`src/rtl/if_id_queue.sv`:
```
// if_id_queue: DEPTH-entry fetch-to-decode instruction queue with valid/ready
// handshakes on both sides, prioritised trap/branch/JAL flushes, and a NOP
// bubble presented to decode whenever the queue is empty.
module if_id_queue #(
  parameter int unsigned     XLEN      = 32,
  parameter int unsigned     DEPTH     = 4,
  parameter logic [XLEN-1:0] NOP_INSTR = 32'h00000013,
  parameter logic [XLEN-1:0] TRAP_PC   = 32'h00000000
) (
  input  logic                       clk,
  input  logic                       reset,
  input  logic                       in_valid,
  output logic                       in_ready,
  input  logic [XLEN-1:0]            in_pc,
  input  logic [XLEN-1:0]            in_instr,
  output logic                       out_valid,
  input  logic                       out_ready,
  output logic [XLEN-1:0]            out_pc,
  output logic [XLEN-1:0]            out_instr,
  input  logic                       stall,
  input  logic                       flush_trap,
  input  logic                       flush_branch,
  input  logic                       flush_jal,
  output logic [$clog2(DEPTH+1)-1:0] count
);

  localparam int unsigned PW = $clog2(DEPTH);
  localparam int unsigned CW = $clog2(DEPTH+1);

  logic [XLEN-1:0] pc_mem    [DEPTH];
  logic [XLEN-1:0] instr_mem [DEPTH];

  logic [PW-1:0]   rd_ptr_q, rd_ptr_d;
  logic [PW-1:0]   wr_ptr_q, wr_ptr_d;
  logic [CW-1:0]   count_q,  count_d;
  logic [XLEN-1:0] last_pc_q, last_pc_d;

  logic full;
  logic empty;
  logic push;
  logic pop;
  logic wr_en;

  // Status, handshakes and the head/bubble output mux, all from registered state
  always_comb begin
    full      = (count_q == CW'(DEPTH));
    empty     = (count_q == '0);
    in_ready  = !full;
    out_valid = !empty;
    push      = in_valid & in_ready;
    pop       = out_valid & out_ready & !stall;
    count     = count_q;
    if (empty) begin
      out_pc    = last_pc_q;
      out_instr = NOP_INSTR;
    end else begin
      out_pc    = pc_mem[rd_ptr_q];
      out_instr = instr_mem[rd_ptr_q];
    end
  end

  // Next-state: trap flush beats branch/JAL flush, which beats normal push/pop
  always_comb begin
    rd_ptr_d  = rd_ptr_q;
    wr_ptr_d  = wr_ptr_q;
    count_d   = count_q;
    last_pc_d = last_pc_q;
    wr_en     = 1'b0;
    if (flush_trap) begin
      rd_ptr_d  = '0;
      wr_ptr_d  = '0;
      count_d   = '0;
      last_pc_d = TRAP_PC;
    end else if (flush_branch | flush_jal) begin
      rd_ptr_d  = '0;
      wr_ptr_d  = '0;
      count_d   = '0;
      last_pc_d = in_pc;
    end else begin
      if (push) begin
        wr_en    = 1'b1;
        wr_ptr_d = wr_ptr_q + PW'(1);
      end
      if (pop) begin
        rd_ptr_d  = rd_ptr_q + PW'(1);
        last_pc_d = pc_mem[rd_ptr_q];
      end
      case ({push, pop})
        2'b10:   count_d = count_q + CW'(1);
        2'b01:   count_d = count_q - CW'(1);
        default: count_d = count_q;
      endcase
    end
  end

  // Control state register with synchronous reset
  always_ff @(posedge clk) begin
    if (reset) begin
      rd_ptr_q  <= '0;
      wr_ptr_q  <= '0;
      count_q   <= '0;
      last_pc_q <= TRAP_PC;
    end else begin
      rd_ptr_q  <= rd_ptr_d;
      wr_ptr_q  <= wr_ptr_d;
      count_q   <= count_d;
      last_pc_q <= last_pc_d;
    end
  end

  // Entry storage; contents are only meaningful between the pointers, so no reset
  always_ff @(posedge clk) begin
    if (wr_en) begin
      pc_mem[wr_ptr_q]    <= in_pc;
      instr_mem[wr_ptr_q] <= in_instr;
    end
  end

endmodule

```
`config.mk`:
```
export PLATFORM = sky130hd
export DESIGN_NAME = if_id_queue
export DESIGN_NICKNAME = d
export VERILOG_FILES = /design/src/rtl/if_id_queue.sv
export SDC_FILE = /design/constraint.sdc
export NUM_CORES = 1
export LEC_CHECK = 0
export CAP_MARGIN = 10
export CORE_ASPECT_RATIO = 1.2
export CORE_MARGIN = 8
export CORE_UTILIZATION = 45
export CTS_CLUSTER_SIZE = 8
export DETAILED_ROUTE_END_ITERATION = 8
export PLACE_DENSITY = 0.72
export SETUP_SLACK_MARGIN = 0.4
export SLEW_MARGIN = 15
export SYNTH_ARGS = -nofsm -noshare
export SYNTH_HDL_FRONTEND = slang
export SYNTH_SLANG_ARGS = --single-unit
```
`constraint.sdc`:
```
create_clock -name clk -period 9.1 [get_ports clk]
set_clock_uncertainty 0.1 [all_clocks]
set_input_delay 0.91 -clock clk [delete_from_list [all_inputs] [get_ports clk]]
set_output_delay 0.91 -clock clk [all_outputs]
set_load 0.05 [all_outputs]
```
==> impl_metrics.csv <==
group,metric,value,unit
logic_synthesis,ys_types,32,
detailed_routing,vias,6746,
worst_hold_path,hold_start,"last_pc_q[17]",
setup_path,reg2reg_from,"count[0]",
global_route,grt_pass1_vias,7184,
logic_synthesis,synth-xor-area-share,0.001458,
setup_path,worstRegToRegCells,6,
clocking,clk_pin_slew_worst_paths,0.05,ns
pwr,vdd_drop_max,0.0001485,V
logic_synthesis,yosys.area_share.simple,0.09883,
logic_synthesis,syn_avg_cell_area,16.73,sq um
floorplanning,fp.dieW,165.2,microns
clocking,cts_sinks,297,
worst_hold_path,holdPathStages,2,
global_route,grt_usage,0.1621,
clocking,cts_resized,0,
clocking,ctsHoldBuffers,0,
detailed_routing,ant_nets,0,
flow_run,cap_violations,0,
sta,timing.final.max_slew_violations,0,
logic_synthesis,synth_top_family_by_area,"multiplexers",
worst_hold_path,min_path_type,"register to register",
sta,setup_viol,0,
logic_synthesis,synth-compound-area-share,0.03687,
floorplanning,std_cell_rows,65,
setup_path,worst_ep_required_time,8.09,ns
setup_path,reg2reg_to,"last_pc_q[21]",
floorplanning,die_area,32200,sq um
logic_synthesis,async_reset_ff_frac,0,
sta,tns,0,ns
logic_synthesis,synthAdderAreaFrac,0.006874,
clocking,cts_buffer_depth,3,
setup_path,worstPathMaxFanout,51,
clocking,cts_tree,"built",
final_layout,diodes,0,
logic_synthesis,yosysSeqAreaShare,0.7082,
run_status,outcome,"complete, no violations",
clocking,h-tree-depth,2,
detailed_routing,avgRoutedWirePerCell,21.09,microns
setup_path,cp.arrival,3.68,ns
logic_synthesis,syn-cell-area,12010,sq um
logic_synthesis,muxShareOfSynthArea,0.1200,
logic_synthesis,yosys_warnings,0,
logic_synthesis,yosys.area.top_type,"edfxtp_1",
sta,finalCritPeriodShare,0.5148,
worst_hold_path,min_to,"last_pc_q[17]",
pwr,totalPowerFinal,3.059,mW
logic_synthesis,yosysMostFrequentCell,"edfxtp_1",
detailed_routing,drt_wl_total,25780,microns
global_route,antenna_found_initial,3,
setup_path,cp-end-kind,"output port",
logic_synthesis,synth_edf_count,256,
floorplanning,start_util,0.4573,
logic_synthesis,synth_cells,718,
final_layout,nNetsFinal,938,
clocking,cts_buffers,43,
global_route,grt_pass1_wl,40160,microns
final_layout,layout-drive-gt1-share,0.1770,
sta,fin_crit,4.685,ns
logic_synthesis,synth_nets,796,
logic_synthesis,synth_common_cells,"256 x edfxtp_1, 129 x nand2_1, 64 x mux4_2",
detailed_routing,drt_pass1_iterations,5,
sta,maxSlewHeadroom,0.2995,
global_route,grt_max_degree,65,
floorplanning,fp.dieH,195.0,microns
floorplanning,core,26270,sq um
placement,dp_hpwl,14410,microns
placement,io_buffers,140,
logic_synthesis,synthTopCellsByArea,"edfxtp_1 64%, mux4_2 12%, dfxtp_1 6.8%, nand2_1 4.0%, o211ai_2 2.9%",
floorplanning,pin_count,141,
clocking,cts_setup_buffers,0,
pwr,leakage,4.897,nW
setup_path,startpoint_type,"register",
sta,fmax,213.4,MHz
logic_synthesis,ys_ff_latch,297,
logic_synthesis,synth-main-ff-cell,"edfxtp_1",
setup_path,rrSetupSlack,6.39,ns
setup_path,worstSetupPathType,"register to output port",
sta,hold_viol_final,0,
clocking,cts_root_buffer,"clkbuf_16",
detailed_routing,dr.first_iter.drc_count,368,
sta,worst_pin_slew,1.051,ns
logic_synthesis,synth_top_area_share,0.6399,
pwr,p_per_area,205.9,nW/um^2
placement,globalplace.congestion,0.7363,
final_layout,area_delta_synth_final,23.65,%
clocking,clk_latency,0.51,ns
sta,rsz0062_at_grt,"no",
global_route,grt.overflow.total,0,
detailed_routing,drc_errors,0,
detailed_routing,avgViaCountPerCell,5.520,
## power breakdown
part	total, mW	internal, mW	switching, mW
registers	1.50	1.49	0.00431
logic	0.141	0.0564	0.0849
clock network	1.42	0.889	0.532
## how the worst max path moves through the flow
stage	startpoint	endpoint	slack, ns
after floorplan	flush_jal	instr_mem[0][0]	5.46
final	count[0]	out_instr[25]	4.41
after detailed placement	count[0]	out_instr[25]	4.88
after global routing	count[0]	out_instr[25]	4.14
after global placement	count[0]	out_instr[7]	5.00
after CTS	count[0]	out_instr[25]	4.34
## sequential cells by signal, indices dropped and copies added (netlist names), named ones only
name	flops
count	3
instr_mem	128
last_pc_q	32
pc_mem	128
rd_ptr_q	2
wr_ptr_q	2
## cells in the final DEF, fill, tap and decap left out, drive strengths merged
cell type and instances:
o211ai 32, nand2 129, xor2 2, nand4 32, ha 5, nor3b 1
clkbuf 69, or2 4, or4 1, edfxtp 256, mux4 64, o31ai 1
nand2b 2, nor2b 1, fa 1, nor3 1, inv 9, and2 33
o21ai 4, dfxtp 41, nand3 35, nor2 5, clkdlybuf4s50 140, nor4 2
or3 1, buf 6, a21oi 7, clkinv 3
## layout make-up
type / count / area [sq um]
tap: 335 / 419.2
clock buffer: 69 / 1195
fill: 2033 / 11410
clock inverter: 3 / 33.78
inverter: 9 / 35.03
multi-input combinational: 363 / 3211
timing repair buffer: 146 / 1446
sequential: 297 / 8516
## critical path, stage by stage, from the launching register on
cell	delay (ns)
dfxtp_1	0.37
nor3_4	0.18
buf_4	0.46
clkinv_2	0.66
buf_4	0.53
and2_1	0.22
clkdlybuf4s50_1	0.71
## metrics by stage
stage / setup WS [ns] / hold WS [ns] / std cells / instance area, sq um / utilization
5_1_grt: 4.135 / 0.3995 / 1222 / 14860 / 0.5655
2_1_floorplan: 5.458 / 0.3529 / 718 / 12010 / -
3_3_place_gp: 4.995 / 0.3523 / 1150 / 13630 / 0.5187
6_report: 4.415 / 0.3789 / 1222 / 14860 / 0.5655
3_5_place_dp: 4.880 / 0.3638 / 1150 / 13630 / 0.5187
4_1_cts: 4.335 / 0.3789 / 1222 / 14860 / 0.5655
## cells by family after synthesis
group                    after synthesis
buffers and inverters                 58
AO/OA/AOI/OAI                         44
flip-flops                           297
multiplexers                          64
adder cells (fa/ha/maj)                6
XOR/XNOR                               2
AND/OR/NAND/NOR                      247
## per-layer routing
metal,routed length (microns),vias to the layer above,global-route usage
met5,41,-,0
met2,13180,226,0.2746
met3,1826,55,0.04440
met4,631,6,0.06116
met1,10100,3400,0.1924
li1,-,3059,-
Power figures use the tool's default switching activity.
==> variant 1: new RTL, same flow settings <==
`XLEN`: 32 -> 64.
--- a/src/rtl/if_id_queue.sv
+++ b/src/rtl/if_id_queue.sv
@@ -3,5 +3,5 @@
 // bubble presented to decode whenever the queue is empty.
 module if_id_queue #(
-  parameter int unsigned     XLEN      = 32,
+  parameter int unsigned     XLEN      = 64,
   parameter int unsigned     DEPTH     = 4,
   parameter logic [XLEN-1:0] NOP_INSTR = 32'h00000013,
Ports: changed (resized in_instr, in_pc, out_instr and out_pc); port bits go from 141 to 269. No check against the original RTL was run, so the function may have changed too.
==> variant 1 against the original RTL <==
  * Setup slack got worse by 470 ps
  * Total power increased by 98%
  * Cell area increased by 94%
  * Sequential cell count increased by 288
  * Register-to-register slack got worse by 460 ps
  * Synthesized cell count increased by 92%
  * Count of clock-buffer cells in the layout increased by 75
  * Global-route usage increased by 2.3 points
  * Wire length increased by 110%
  * Synthesized area increased by 92%
  * Largest cell class unchanged
  * Highest routed layer unchanged
==> variant 1: results (changes against the original RTL) <==
status: "complete, no violations"  # unchanged
grtUsageMet1_pct: 23.2  # was 19.2%
synth-edff-count: 512  # was 256
drive_above_1_share_pct: 14.7  # was 17.7%
via_per_inst: 5.62  # was 5.52
powerDensity_nw_per_um2: 211  # was 206 nW/um2
worstPathMaxFanout: 112  # was 51
fillCellCount: 3890  # was 2033
seq_share_pct: 58.6  # was 57.3%
yosys-top-cells-area: "edfxtp_1 67%, mux4_2 12%, dfxtp_1 6.3%"  # was edfxtp_1 64%, mux4_2 12%, dfxtp_1 6.8%
stdcell_count: 2371  # was 1222
clkCellAreaFrac_pct: 8.46  # was 8.27%
multiInputGateArea_um2: 5780  # was 3210 um2
use_met2_pct: 30.4  # was 27.5%
clkbuf_count: 144  # was 69
use_met3_pct: 5.06  # was 4.44%
vdd_drop_max_uv: 149  # about the same
leakage_nw: 9.17  # was 4.90 nW
combinationalPower_uw: 279  # was 141 uW
wl_met1_um: 21900  # was 10100 um
slew_headroom_pct: 22.1  # was 29.9%
synth_compound_area_share_pct: 2.35  # was 3.69%
synth_area_per_cell_um2: 16.8  # was 16.7 um2
seq_power_share_pct: 48.7  # was 48.9%
dp_worst_setup_slack_ps: 4370  # was 4880 ps
bufAreaShareNonClock_pct: 9.85  # was 9.74%
wl_per_cell_um: 23.2  # was 21.1 um
dpl.cell_count: 2216  # was 1150
n_antenna_cell: 6  # was 0
critPathSlowestCell: "buf_4"  # was clkdlybuf4s50_1
synthAdderAreaFrac_pct: 0.357  # was 0.687%
arrival_ps: 4150  # was 3680 ps
n_all_buffers: 288  # was 146
fin_nets: 1792  # was 938
route.met2.wl_um: 27500  # was 13200 um
grt.total_usage_pct: 18.5  # was 16.2%
clkLatencyLatePin_ps: 580  # was 510 ps
synth-xor-area-share_pct: 0.0758  # was 0.146%
ys_seq_area_share_pct: 72.8  # was 70.8%
grt_max_degree: 113  # was 65
muxShareOfSynthArea_pct: 12.5  # was 12.0%
antenna_found_initial: 10  # was 3
variant 1: cell types whose count changed after synthesis, sizes merged:
cell | unedited run | this run
buf | 31 | 59
o211ai | 32 | 64
mux4 | 64 | 128
and2 | 33 | 65
clkbuf | 18 | 40
dfxtp | 41 | 73
nand2 | 129 | 257
nand4 | 32 | 64
nand3 | 35 | 67
edfxtp | 256 | 512
variant 1: path summary, 6_finish.rpt:
| check | from | end | slack [ps] | cells past startpoint |
|---|---|---|---|---|
| hold / removal | last_pc_q[44]$_SDFFE_PP0P_ | last_pc_q[44]$_SDFFE_PP0P_ | 380 | 2 |
| setup / recovery | count[0]$_SDFFE_PP0P_ | out_pc[63] | 3940 | 7 |
| setup reg to reg | count[0]$_SDFFE_PP0P_ | instr_mem[0][60]$_DFFE_PP_ | 5930 | 4 |
| hold reg to reg | last_pc_q[44]$_SDFFE_PP0P_ | last_pc_q[44]$_SDFFE_PP0P_ | 380 | 2 |
==> variant 2: new RTL, config.mk and constraints unchanged <==
Made on the original files. Put a register stage on the output `count`, with the module's reset. The value now appears one clock later. The other outputs are not delayed to match.
--- a/src/rtl/if_id_queue.sv
+++ b/src/rtl/if_id_queue.sv
@@ -28,4 +28,6 @@
   localparam int unsigned CW = $clog2(DEPTH+1);
 
+  logic [$clog2(DEPTH+1)-1:0] count_c;
+
   logic [XLEN-1:0] pc_mem    [DEPTH];
   logic [XLEN-1:0] instr_mem [DEPTH];
@@ -50,5 +52,5 @@
     push      = in_valid & in_ready;
     pop       = out_valid & out_ready & !stall;
-    count     = count_q;
+    count_c   = count_q;
     if (empty) begin
       out_pc    = last_pc_q;
@@ -117,4 +119,12 @@
   end
 
+  always_ff @(posedge clk) begin
+    if (reset) begin
+      count <= '0;
+    end else begin
+      count <= count_c;
+    end
+  end
+
 endmodule
 
Check against the original RTL: not equivalent (Yosys sat finds a counterexample within 4 cycles, from zero or initial values and one cycle with reset high).
==> variant 2 against the original RTL <==
  * Setup slack gained 160 ps
  * Hold slack worse by 14 ps
  * Non-clock buffer count shrank 2
  * Wire length decreased by 0.63%
  * Sequential cell count increased by 3
  * Cell area shrank 0.72%
  * Total power grew 0.13%
  * Critical path depth fell by 2
  * Synthesized area shrank 0.94%
  * Critical path type unchanged
  * Largest power group unchanged
==> variant 2: results (changes against the original RTL) <==
status: "complete, no violations"  # unchanged
min_delay_path_depth: 2  # unchanged
cts_buffers: 43  # unchanged
fillCellCount: 2041  # was 2033
grt_pass1_vias: 7098  # was 7184
synth-xor-area-share_pct: 0.147  # was 0.146%
ff2ff_path_depth: 9  # was 6
synthTopCellsByCount: "256 x edfxtp_1, 130 x nand2_1, 64 x mux4_2"  # was 256 x edfxtp_1, 129 x nand2_1, 64 x mux4_2
fin_nets: 942  # was 938
synth-edff-count: 256  # unchanged
path_clk_slew_ps: 50  # about the same
first_iter_violations: 523  # was 368
drive_above_1_share_pct: 14.4  # was 17.7%
vdd_drop_max_uv: 128  # was 149 uV
antenna_found_initial: 4  # was 3
htree_num_levels: 2  # unchanged
synth_compound_area_share_pct: 2.44  # was 3.69%
grt.total_usage_pct: 16.1  # was 16.2%
postRouteAntennaNets: 0  # unchanged
muxShareOfSynthArea_pct: 12.2  # was 12.0%
cts-resized-gates: 0  # unchanged
hold_path_startpoint: "rd_ptr_q[1]$_SDFFE_PP0P_"  # was last_pc_q[17]$_SDFFE_PP0P_
port_buffers: 140  # unchanged
dpl.hpwl_um: 13900  # was 14400 um
crit_path_end: "out_instr[4]"  # was out_instr[25]
worstPathMaxFanout: 43  # was 51
synth_cell_types: 31  # was 32
r2r_end: "count_c[2]$_SDFFE_PP0P_"  # was last_pc_q[21]$_SDFFE_PP0P_
firstDrtPassIters: 5  # unchanged
dp_worst_setup_slack_ps: 4980  # was 4880 ps
grt_max_degree: 83  # was 65
synth_top_area_share_pct: 64.6  # was 64.0%
r2r_start: "count_c[2]$_SDFFE_PP0P_"  # was count[0]$_SDFFE_PP0P_
arrival_ps: 3520  # was 3680 ps
ys_async_sr_fraction_pct: 0  # unchanged
r2r_slack_ps: 5950  # was 6390 ps
synthAdderAreaFrac_pct: 0.694  # was 0.687%
tns_ps: 0  # unchanged
slew_headroom_pct: 29.5  # was 29.9%
grt_pass1_wl_um: 40000  # was 40200 um
via_per_inst: 5.57  # was 5.52
timing.final.ws_setup_ps: 4570  # was 4410 ps
synth_fp_nets: 802  # was 796
routabilityCongestion: 0.730  # was 0.736
leakage_nw: 4.72  # was 4.90 nW
ys_seq_area_share_pct: 72.0  # was 70.8%
yosys-top-cells-area: "edfxtp_1 65%, mux4_2 12%, dfxtp_1 7.4%"  # was edfxtp_1 64%, mux4_2 12%, dfxtp_1 6.8%
routed_wl_um: 25600  # was 25800 um
==> variant 2: changes by cell type after synthesis, moves of 2 or more <==
cell,before,now
buf_6,11,7
o211ai_2,28,0
dfxtp_1,41,44
buf_4,3,1
o211ai_1,4,32
clkbuf_1,17,22
nor2_1,5,7
==> variant 2: where the power goes <==
part | internal [mW] | switching, mW | leakage, nW
registers | 1.51 | 0.00431 | 2.67
logic | 0.0552 | 0.0850 | 1.47
clock network | 0.891 | 0.522 | 0.581
total | 2.45 | 0.611 | 4.72
==> variant 2: area by class of cell <==
cell class                      count  area share, %
Clock buffer                       64           8.12
Clock inverter                      1         0.0339
Inverter                            8          0.204
Multi-Input combinational cell    367           21.0
Sequential cell                   300           58.1
Tap cell                          335           2.84
Timing Repair Buffer              144           9.70
==> variant 2: cells by family after synthesis <==
logic type / Yosys count
buffers and inverters: 57
AND/OR/NAND/NOR: 252
AO/OA/AOI/OAI: 42
flip-flops: 300
multiplexers: 65
XOR/XNOR: 2
adder cells (fa/ha/maj): 6
==> variant 2: through the flow <==
stage / cell area (um2) / util, % / hold slack, ps / std cells
final: 14700 / 56.3 / 365 / 1219
after global routing: 14700 / 56.3 / 394 / 1219
after CTS: 14700 / 56.3 / 372 / 1219
after global placement: 13500 / 51.7 / 350 / 1154
after detailed placement: 13500 / 51.7 / 364 / 1154
after floorplan: 11900 / - / 349 / 724
==> variant 2: critical path, stage by stage (launching register included) <==
cell             delay [ps]
dfxtp_4                 660
buf_4                   800
mux4_2                  590
or2_1                   220
clkdlybuf4s50_1         710
==> variant 2: metal layers <==
layer  GRT usage [%]  up-vias  part of all wire [%]
met5               0        -                  0.21
met4            5.75        8                   2.3
met3            4.18       55                   7.1
met2            26.1      253                    49
met1            20.6     3401                    41
li1                -     3072                     -
